$ cat src/rtl/pwm_cfg_scheduler.sv
// PWM configuration register set: writes from two round-robin arbitrated ports go to
// shadow registers and reach the active outputs only at a period boundary or on force_commit.
module pwm_cfg_scheduler #(
  parameter int unsigned ADDR_W   = 7,
  parameter int unsigned DATA_W   = 8,
  parameter int unsigned MAX_ADDR = 4
) (
  input  logic              clk,
  input  logic              rst,
  input  logic              wr0_valid,
  output logic              wr0_ready,
  input  logic [ADDR_W-1:0] wr0_addr,
  input  logic [DATA_W-1:0] wr0_data,
  input  logic              wr1_valid,
  output logic              wr1_ready,
  input  logic [ADDR_W-1:0] wr1_addr,
  input  logic [DATA_W-1:0] wr1_data,
  input  logic              pwm_period_end,
  input  logic              force_commit,
  output logic [DATA_W-1:0] en_reg_out_7_0,
  output logic [DATA_W-1:0] en_reg_out_15_8,
  output logic [DATA_W-1:0] en_reg_pwm_7_0,
  output logic [DATA_W-1:0] en_reg_pwm_15_8,
  output logic [DATA_W-1:0] pwm_duty_cycle,
  output logic              pending,
  output logic              commit_done,
  output logic              addr_err
);

  localparam int unsigned NREG = MAX_ADDR + 1;

  typedef enum logic [1:0] {
    IDLE    = 2'd0,
    PENDING = 2'd1,
    COMMIT  = 2'd2
  } state_t;

  state_t                       state_q, state_d;
  logic                         rr_last_q, rr_last_d;
  logic [NREG-1:0][DATA_W-1:0]  shadow_q, shadow_d;
  logic [NREG-1:0][DATA_W-1:0]  active_q, active_d;
  logic                         commit_done_q, commit_done_d;
  logic                         addr_err_q, addr_err_d;

  logic                         grant0, grant1, wr_fire, addr_ok;
  logic [ADDR_W-1:0]            wr_addr;
  logic [DATA_W-1:0]            wr_data;

  // rr_last names the port that won last; on contention the other port is granted.
  always_comb begin
    grant0 = 1'b0;
    grant1 = 1'b0;
    if (state_q != COMMIT) begin
      if (wr0_valid && (!wr1_valid || rr_last_q)) grant0 = 1'b1;
      else if (wr1_valid)                         grant1 = 1'b1;
    end
  end

  assign wr0_ready = grant0;
  assign wr1_ready = grant1;
  assign wr_fire   = grant0 | grant1;
  assign wr_addr   = grant1 ? wr1_addr : wr0_addr;
  assign wr_data   = grant1 ? wr1_data : wr0_data;
  assign addr_ok   = (wr_addr <= ADDR_W'(MAX_ADDR));

  always_comb begin
    state_d       = state_q;
    rr_last_d     = rr_last_q;
    shadow_d      = shadow_q;
    active_d      = active_q;
    commit_done_d = 1'b0;
    addr_err_d    = wr_fire && !addr_ok;

    if (wr_fire) rr_last_d = grant1;

    for (int unsigned i = 0; i < NREG; i++) begin
      if (wr_fire && addr_ok && (wr_addr == ADDR_W'(i))) shadow_d[i] = wr_data;
    end

    unique case (state_q)
      IDLE: begin
        if (wr_fire && addr_ok) state_d = PENDING;
      end
      PENDING: begin
        if (pwm_period_end || force_commit) state_d = COMMIT;
      end
      COMMIT: begin
        // Shadow is sampled at exit so a write landing with the boundary is included.
        active_d      = shadow_q;
        commit_done_d = 1'b1;
        state_d       = IDLE;
      end
      default: state_d = IDLE;
    endcase
  end

  always_ff @(posedge clk) begin
    if (rst) begin
      state_q       <= IDLE;
      rr_last_q     <= 1'b1;
      shadow_q      <= '0;
      active_q      <= '0;
      commit_done_q <= 1'b0;
      addr_err_q    <= 1'b0;
    end else begin
      state_q       <= state_d;
      rr_last_q     <= rr_last_d;
      shadow_q      <= shadow_d;
      active_q      <= active_d;
      commit_done_q <= commit_done_d;
      addr_err_q    <= addr_err_d;
    end
  end

  assign en_reg_out_7_0  = active_q[0];
  assign en_reg_out_15_8 = active_q[1];
  assign en_reg_pwm_7_0  = active_q[2];
  assign en_reg_pwm_15_8 = active_q[3];
  assign pwm_duty_cycle  = active_q[4];
  assign pending         = (state_q != IDLE);
  assign commit_done     = commit_done_q;
  assign addr_err        = addr_err_q;

endmodule

$ cat config.mk
export PLATFORM = sky130hd
export DESIGN_NAME = pwm_cfg_scheduler
export DESIGN_NICKNAME = d
export VERILOG_FILES = /design/src/rtl/pwm_cfg_scheduler.sv
export SDC_FILE = /design/constraint.sdc
export NUM_CORES = 1
export LEC_CHECK = 0
export ABC_AREA = 1
export BUFFER_PORTS_ARGS = -buffer_cell sky130_fd_sc_hd__buf_2
export CORE_MARGIN = 2
export CORE_UTILIZATION = 35
export DETAILED_ROUTE_END_ITERATION = 8
export HOLD_SLACK_MARGIN = 0.06
export PLACE_DENSITY = 0.57
export SLEW_MARGIN = 20
export SYNTH_ARGS = -nofsm -noshare
export SYNTH_HDL_FRONTEND = slang
export SYNTH_SLANG_ARGS = --single-unit
export TNS_END_PERCENT = 10
$ cat constraint.sdc
create_clock -name clk -period 1.49 [get_ports clk]
set_input_delay 0.0745 -clock clk [delete_from_list [all_inputs] [get_ports clk]]
set_output_delay 0.0745 -clock clk [all_outputs]
set_load 0.005 [all_outputs]
# Word level (Yosys, flattened, before mapping)
# Index checks and enable logic that the tools add are counted.
# word_totals
reg_bits	85
inputBits	36
output_inout_bits	45
elab_cells	52
# classes
magnitude_cmp	1
n_eq_ne	9
muxes	11
n_bitwise	1
n_reduce_logical	16
# op_table
operator	n
$eq 7x2->1 const B	2
$logic_and 1x1->1	8
$mux 8	1
$eq 7x1->1 const B	1
$eq 7x3->1 const B	1
$le 7x3->1 const B	1
$logic_not 7->1	1
$mux 7	1
$mux 1	6
$ne 2x2->1 const B	3
$mux 2	2
$pmux 2 s2	1
$eq 2x1->1 const B	1
$eq 2x2->1 const B	1
$logic_not 1->1	2
$logic_not 2->1	1
$logic_or 1x1->1	2
$reduce_and 2->1	1
$reduce_bool 2->1	1
$or 1x1->1	1

# Longest topological paths before layout
# depth
word_depth	10
depth_mapped	12
mapped_depth_nobuf	12

# Worst setup path after synthesis
# OpenSTA, ideal clock, no wires.
# synth_path
kind	reg2reg
from	register state_q[1]
to	register shadow_q[10] (netlist name)
setup_ns	0.114
t_arrival_ns	1.323
t_required_ns	1.376
slack_ns	0.053
path_stages_with_launch	10
n_path_buf	2
period_less_slack_ns	1.437
path_cell_list	dfxtp_1 > nand2_4 > buf_6 > nand3b_2 > nand2_2 > inv_2 > nand4_4 > buf_6 > o21bai_1 > nor2_1
# synth_via
elab_chain_cells	6
elab_cells_between_ends	10
cone_classes	order compare: 1; eq/ne: 2; mux: 4; bitwise: 1; reduce/logical: 2
# synth_lines
element	line	rtl
start, declared	38	state_t state_q, state_d;
start signal, assigned	106	state_q <= state_d;
$ne 2x2->1 *	53	if (state_q != COMMIT) begin
$mux 1	53	
$mux 7	62	assign wr_addr = grant1 ? wr1_addr : wr0_addr;
$le 7x3->1	64	assign addr_ok = (wr_addr <= ADDR_W'(MAX_ADDR));
$logic_and 1x1->1 (2 in a row)	77	if (wr_fire && addr_ok && (wr_addr == ADDR_W'(i))) shadow_d[i] = wr_data;
end signal, assigned	108	shadow_q <= shadow_d;
end, declared	40	logic [NREG-1:0][DATA_W-1:0] shadow_q, shadow_d;
# Every way passes the cells marked *; elsewhere a longest branch is shown, timed or not.
# A chain may end at the register's enable or synchronous reset.

# Final worst setup path
# layout_path
from	register rr_last_q
to	register shadow_q[5] (netlist name)
# layout_via
elab_chain_cells	8
elab_cells_between_ends	13
cone_classes	order compare: 1; mux: 6; bitwise: 1; reduce/logical: 5
# layout_lines
element	line	rtl
start, declared	39	logic rr_last_q, rr_last_d;
start signal, assigned	107	rr_last_q <= rr_last_d;
$logic_or 1x1->1 *	54	if (wr0_valid && (!wr1_valid || rr_last_q)) grant0 = 1'b1;
$logic_and 1x1->1 *	54	
$mux 1	54	
$mux 1	53	
$mux 7	62	
$le 7x3->1	64	
$logic_and 1x1->1 (2 in a row)	77	
# Marks and branches as above.

==> flow_summary.json <==
{
  "worst_pin_slew_ns": 0.379,
  "grt_max_degree": 49,
  "synth_area_per_cell_sq_um": 7.60,
  "globalRouteMet3Util_pct": 3.45,
  "final_cell_mix": "dfxtp_1, buf_2, nor2_1",
  "yosysWarningCount": 0,
  "synthXorXnorAreaFrac_pct": 0,
  "r2r_cells": 9,
  "path_clk_slew_ns": 0.08,
  "htree_levels": 3,
  "cp-end-kind": "flip-flop",
  "gp_congestion": 0.815,
  "dr.first_iter.drc_count": 71,
  "fin_hold_ws_ns": 0.207,
  "portBuffers": 80,
  "crit_fanout": 8,
  "power.density_mw_per_mm2": 983,
  "ir_drop_mv": 0.599,
  "grt_util_met2_pct": 26.8,
  "firstDrtPassIters": 4,
  "layout-area-overhead-vs-synth_pct": 30.3,
  "syn-num-nets": 497,
  "setup_viol": 41,
  "rows": 36,
  "leakagePower_uw": 0.00211,
  "power_uw": 4480,
  "use_met1_pct": 20.2,
  "rrSetupSlack_ns": -0.13,
  "finalCritPeriodShare_pct": 109,
  "ant_nets": 0,
  "min_from": "wr1_data[2]",
  "synth_simple_gate_area_share_pct": 22.8,
  "timing.fmax_ghz": 0.618,
  "viasPerCell": 4.50,
  "worstPathRequired_ns": 1.78,
  "final_layout_size_suffix_gt1_share_pct": 28.3,
  "clock_sinks": 85,
  "crit_arrival_ns": 1.90,
  "die_area_sq_mm": 0.0108,
  "grt_util_all_layers_pct": 16.2,
  "r2r-start": "rr_last_q",
  "synth-seq-cells": 85,
  "ys_seq_area_share_pct": 48.6,
  "io_pins": 81,
  "die_h_microns": 104,
  "dieWidth_microns": 104,
  "grt_setup_unrepaired": "true",
  "synthAdderAreaFrac_pct": 0,
  "synthesis.area_sq_mm": 0.00350,
  "critical_path_class": "reg2reg",
  "vias": 3157,
  "setup_ws_ns": -0.128,
  "cts.path.max_buffers": 2,
  "start_kind": "flip-flop",
  "detail_route.wl_per_cell_microns": 12.3,
  "r2r-end": "shadow_q[5]",
  "maxSlewHeadroom_pct": 74.7,
  "final_nets": 600,
  "insertion_delay_ns": 0.35,
  "root_buffer": "clkbuf_8",
  "routed_wl_mm": 8.63,
  "status": "finished with violations",
  "diodes": 0,
  "skew_ns": 0.00553,
  "start_util_pct": 36.0,
  "synth_top_family_by_area": "simple AND/OR/NAND/NOR gates",
  "grt_pass1_vias": 3009,
  "cts_inserted_buffers": 9,
  "grt_pass1_wl_mm": 14.2,
  "slew_viol_final": 0,
  "hpwl_mm": 5.74,
  "grt.busiest_layer": "met2",
  "min_delay_path_depth": 5,
  "max-cap-violations": 0,
  "muxShareOfSynthArea_pct": 0,
  "min_to": "shadow_q[2]",
  "core_sq_mm": 0.00973,
  "final_common_cell": "dfxtp_1",
  "hold_viol": 0,
  "overflow": 0,
  "syn_inst": 461,
  "cts_tree": "done",
  "synth_cell_type_count": 27,
  "synth_compound_area_share_pct": 17.8,
  "antenna_found_initial": 0,
  "hold_path.class": "in2reg",
  "violations": "negative setup slack",
  "min_period_ns": 1.62,
  "drc": 0
}
state kept, by name, summed over array words and instances (netlist names):
signal           cells
pwm_duty_cycle       8
en_reg_out_7_0       8
en_reg_pwm_7_0       8
commit_done          1
rr_last_q            1
shadow_q            40
en_reg_pwm_15_8      8
addr_err             1
en_reg_out_15_8      8
state_q              2
routing by layer:
metal  routed length (microns)  vias up
met3                       378       23
met1                      4050     1407
li1                          -     1653
met5                         0        -
met4                       255        0
met2                      3950       74
worst max-delay path: stages (launching register included):
cell and delay (ns):
dfxtp_2 0.34, a21oi_4 0.23, nand3_1 0.12, nand2_2 0.10, nand2_2 0.08, buf_4 0.15, nor3_4 0.18, buf_6 0.15
nand2_1 0.06, a21oi_1 0.13
logic make-up (layout without fill, tap and decap cells):
logic type	Yosys count	after routing
compound gates	109	109
flops	85	85
simple gates	177	181
buf+inv	90	194
cells in the mapped netlist:
| cell | n | share of area, % |
|---|---|---|
| dfxtp_1 | 85 | 49 |
| nor3_1 | 1 | 0.14 |
| nand3b_2 | 1 | 0.32 |
| clkinv_1 | 1 | 0.11 |
| o21a_1 | 1 | 0.21 |
| nor2_1 | 80 | 8.6 |
| and2_0 | 1 | 0.18 |
| nand3_1 | 3 | 0.43 |
| nand2_8 | 1 | 0.57 |
| buf_1 | 1 | 0.11 |
| inv_4 | 2 | 0.36 |
| a21oi_1 | 34 | 4.9 |
| buf_6 | 5 | 1.6 |
| nand2_4 | 2 | 0.64 |
| o21bai_1 | 24 | 5.1 |
| nand2_1 | 76 | 8.1 |
| inv_2 | 5 | 0.54 |
| nand4_4 | 3 | 1.8 |
| o21ai_0 | 48 | 6.9 |
| inv_1 | 61 | 6.5 |
| nand2_2 | 5 | 0.89 |
| a21oi_4 | 1 | 0.46 |
| clkbuf_1 | 15 | 1.6 |
| nand3b_1 | 2 | 0.43 |
| a21boi_0 | 1 | 0.21 |
| nor3_4 | 1 | 0.46 |
| nor4_1 | 1 | 0.18 |
power by group:
group	switching (uW)	internal (uW)	total, uW
Sequential	8.18	2290	2300
Combinational	272	185	458
Clock	793	937	1730
Total	1070	3410	4480
how the worst max path moves through the flow:
stage	start	to
5_1_grt	rr_last_q	shadow_q[7]
4_1_cts	rr_last_q	shadow_q[25]
3_5_place_dp	rr_last_q	shadow_q[7]
3_3_place_gp	rr_last_q	shadow_q[0]
2_1_floorplan	state_q[1]	shadow_q[10]
6_report	rr_last_q	shadow_q[5]
through the flow:
| stage | instances | setup TNS, ns | setup slack [ns] | util (%) | cell area, sq um |
|---|---|---|---|---|---|
| after global placement | 673 | -0.560 | -0.0573 | 42.6 | 4140 |
| after floorplan | 461 | 0 | 0.0527 | - | 3500 |
| after detailed placement | 673 | -2.39 | -0.117 | 42.6 | 4140 |
| final | 702 | -2.59 | -0.128 | 46.9 | 4560 |
| after global routing | 702 | -6.82 | -0.210 | 46.9 | 4560 |
| after CTS | 694 | -2.13 | -0.0813 | 45.3 | 4410 |
area by class of cell:
cell class,count,area [sq um]
clock buffer,11,131
clock inverter,5,75.1
fill,992,5170
inverter,69,274
multi-input combinational,290,1540
sequential,85,1700
tap,133,166
timing repair buffer,109,676
timing repair:
action                     4_1_cts  5_1_grt
hold endpoints to repair         2        0
setup endpoints to repair       42       43
hold buffers                     2        0
gates cloned                     1        3
buffers inserted                 2        5
gates resized for setup          8       28
pin swaps                        1        4
(Power assumes the default switching activity.)
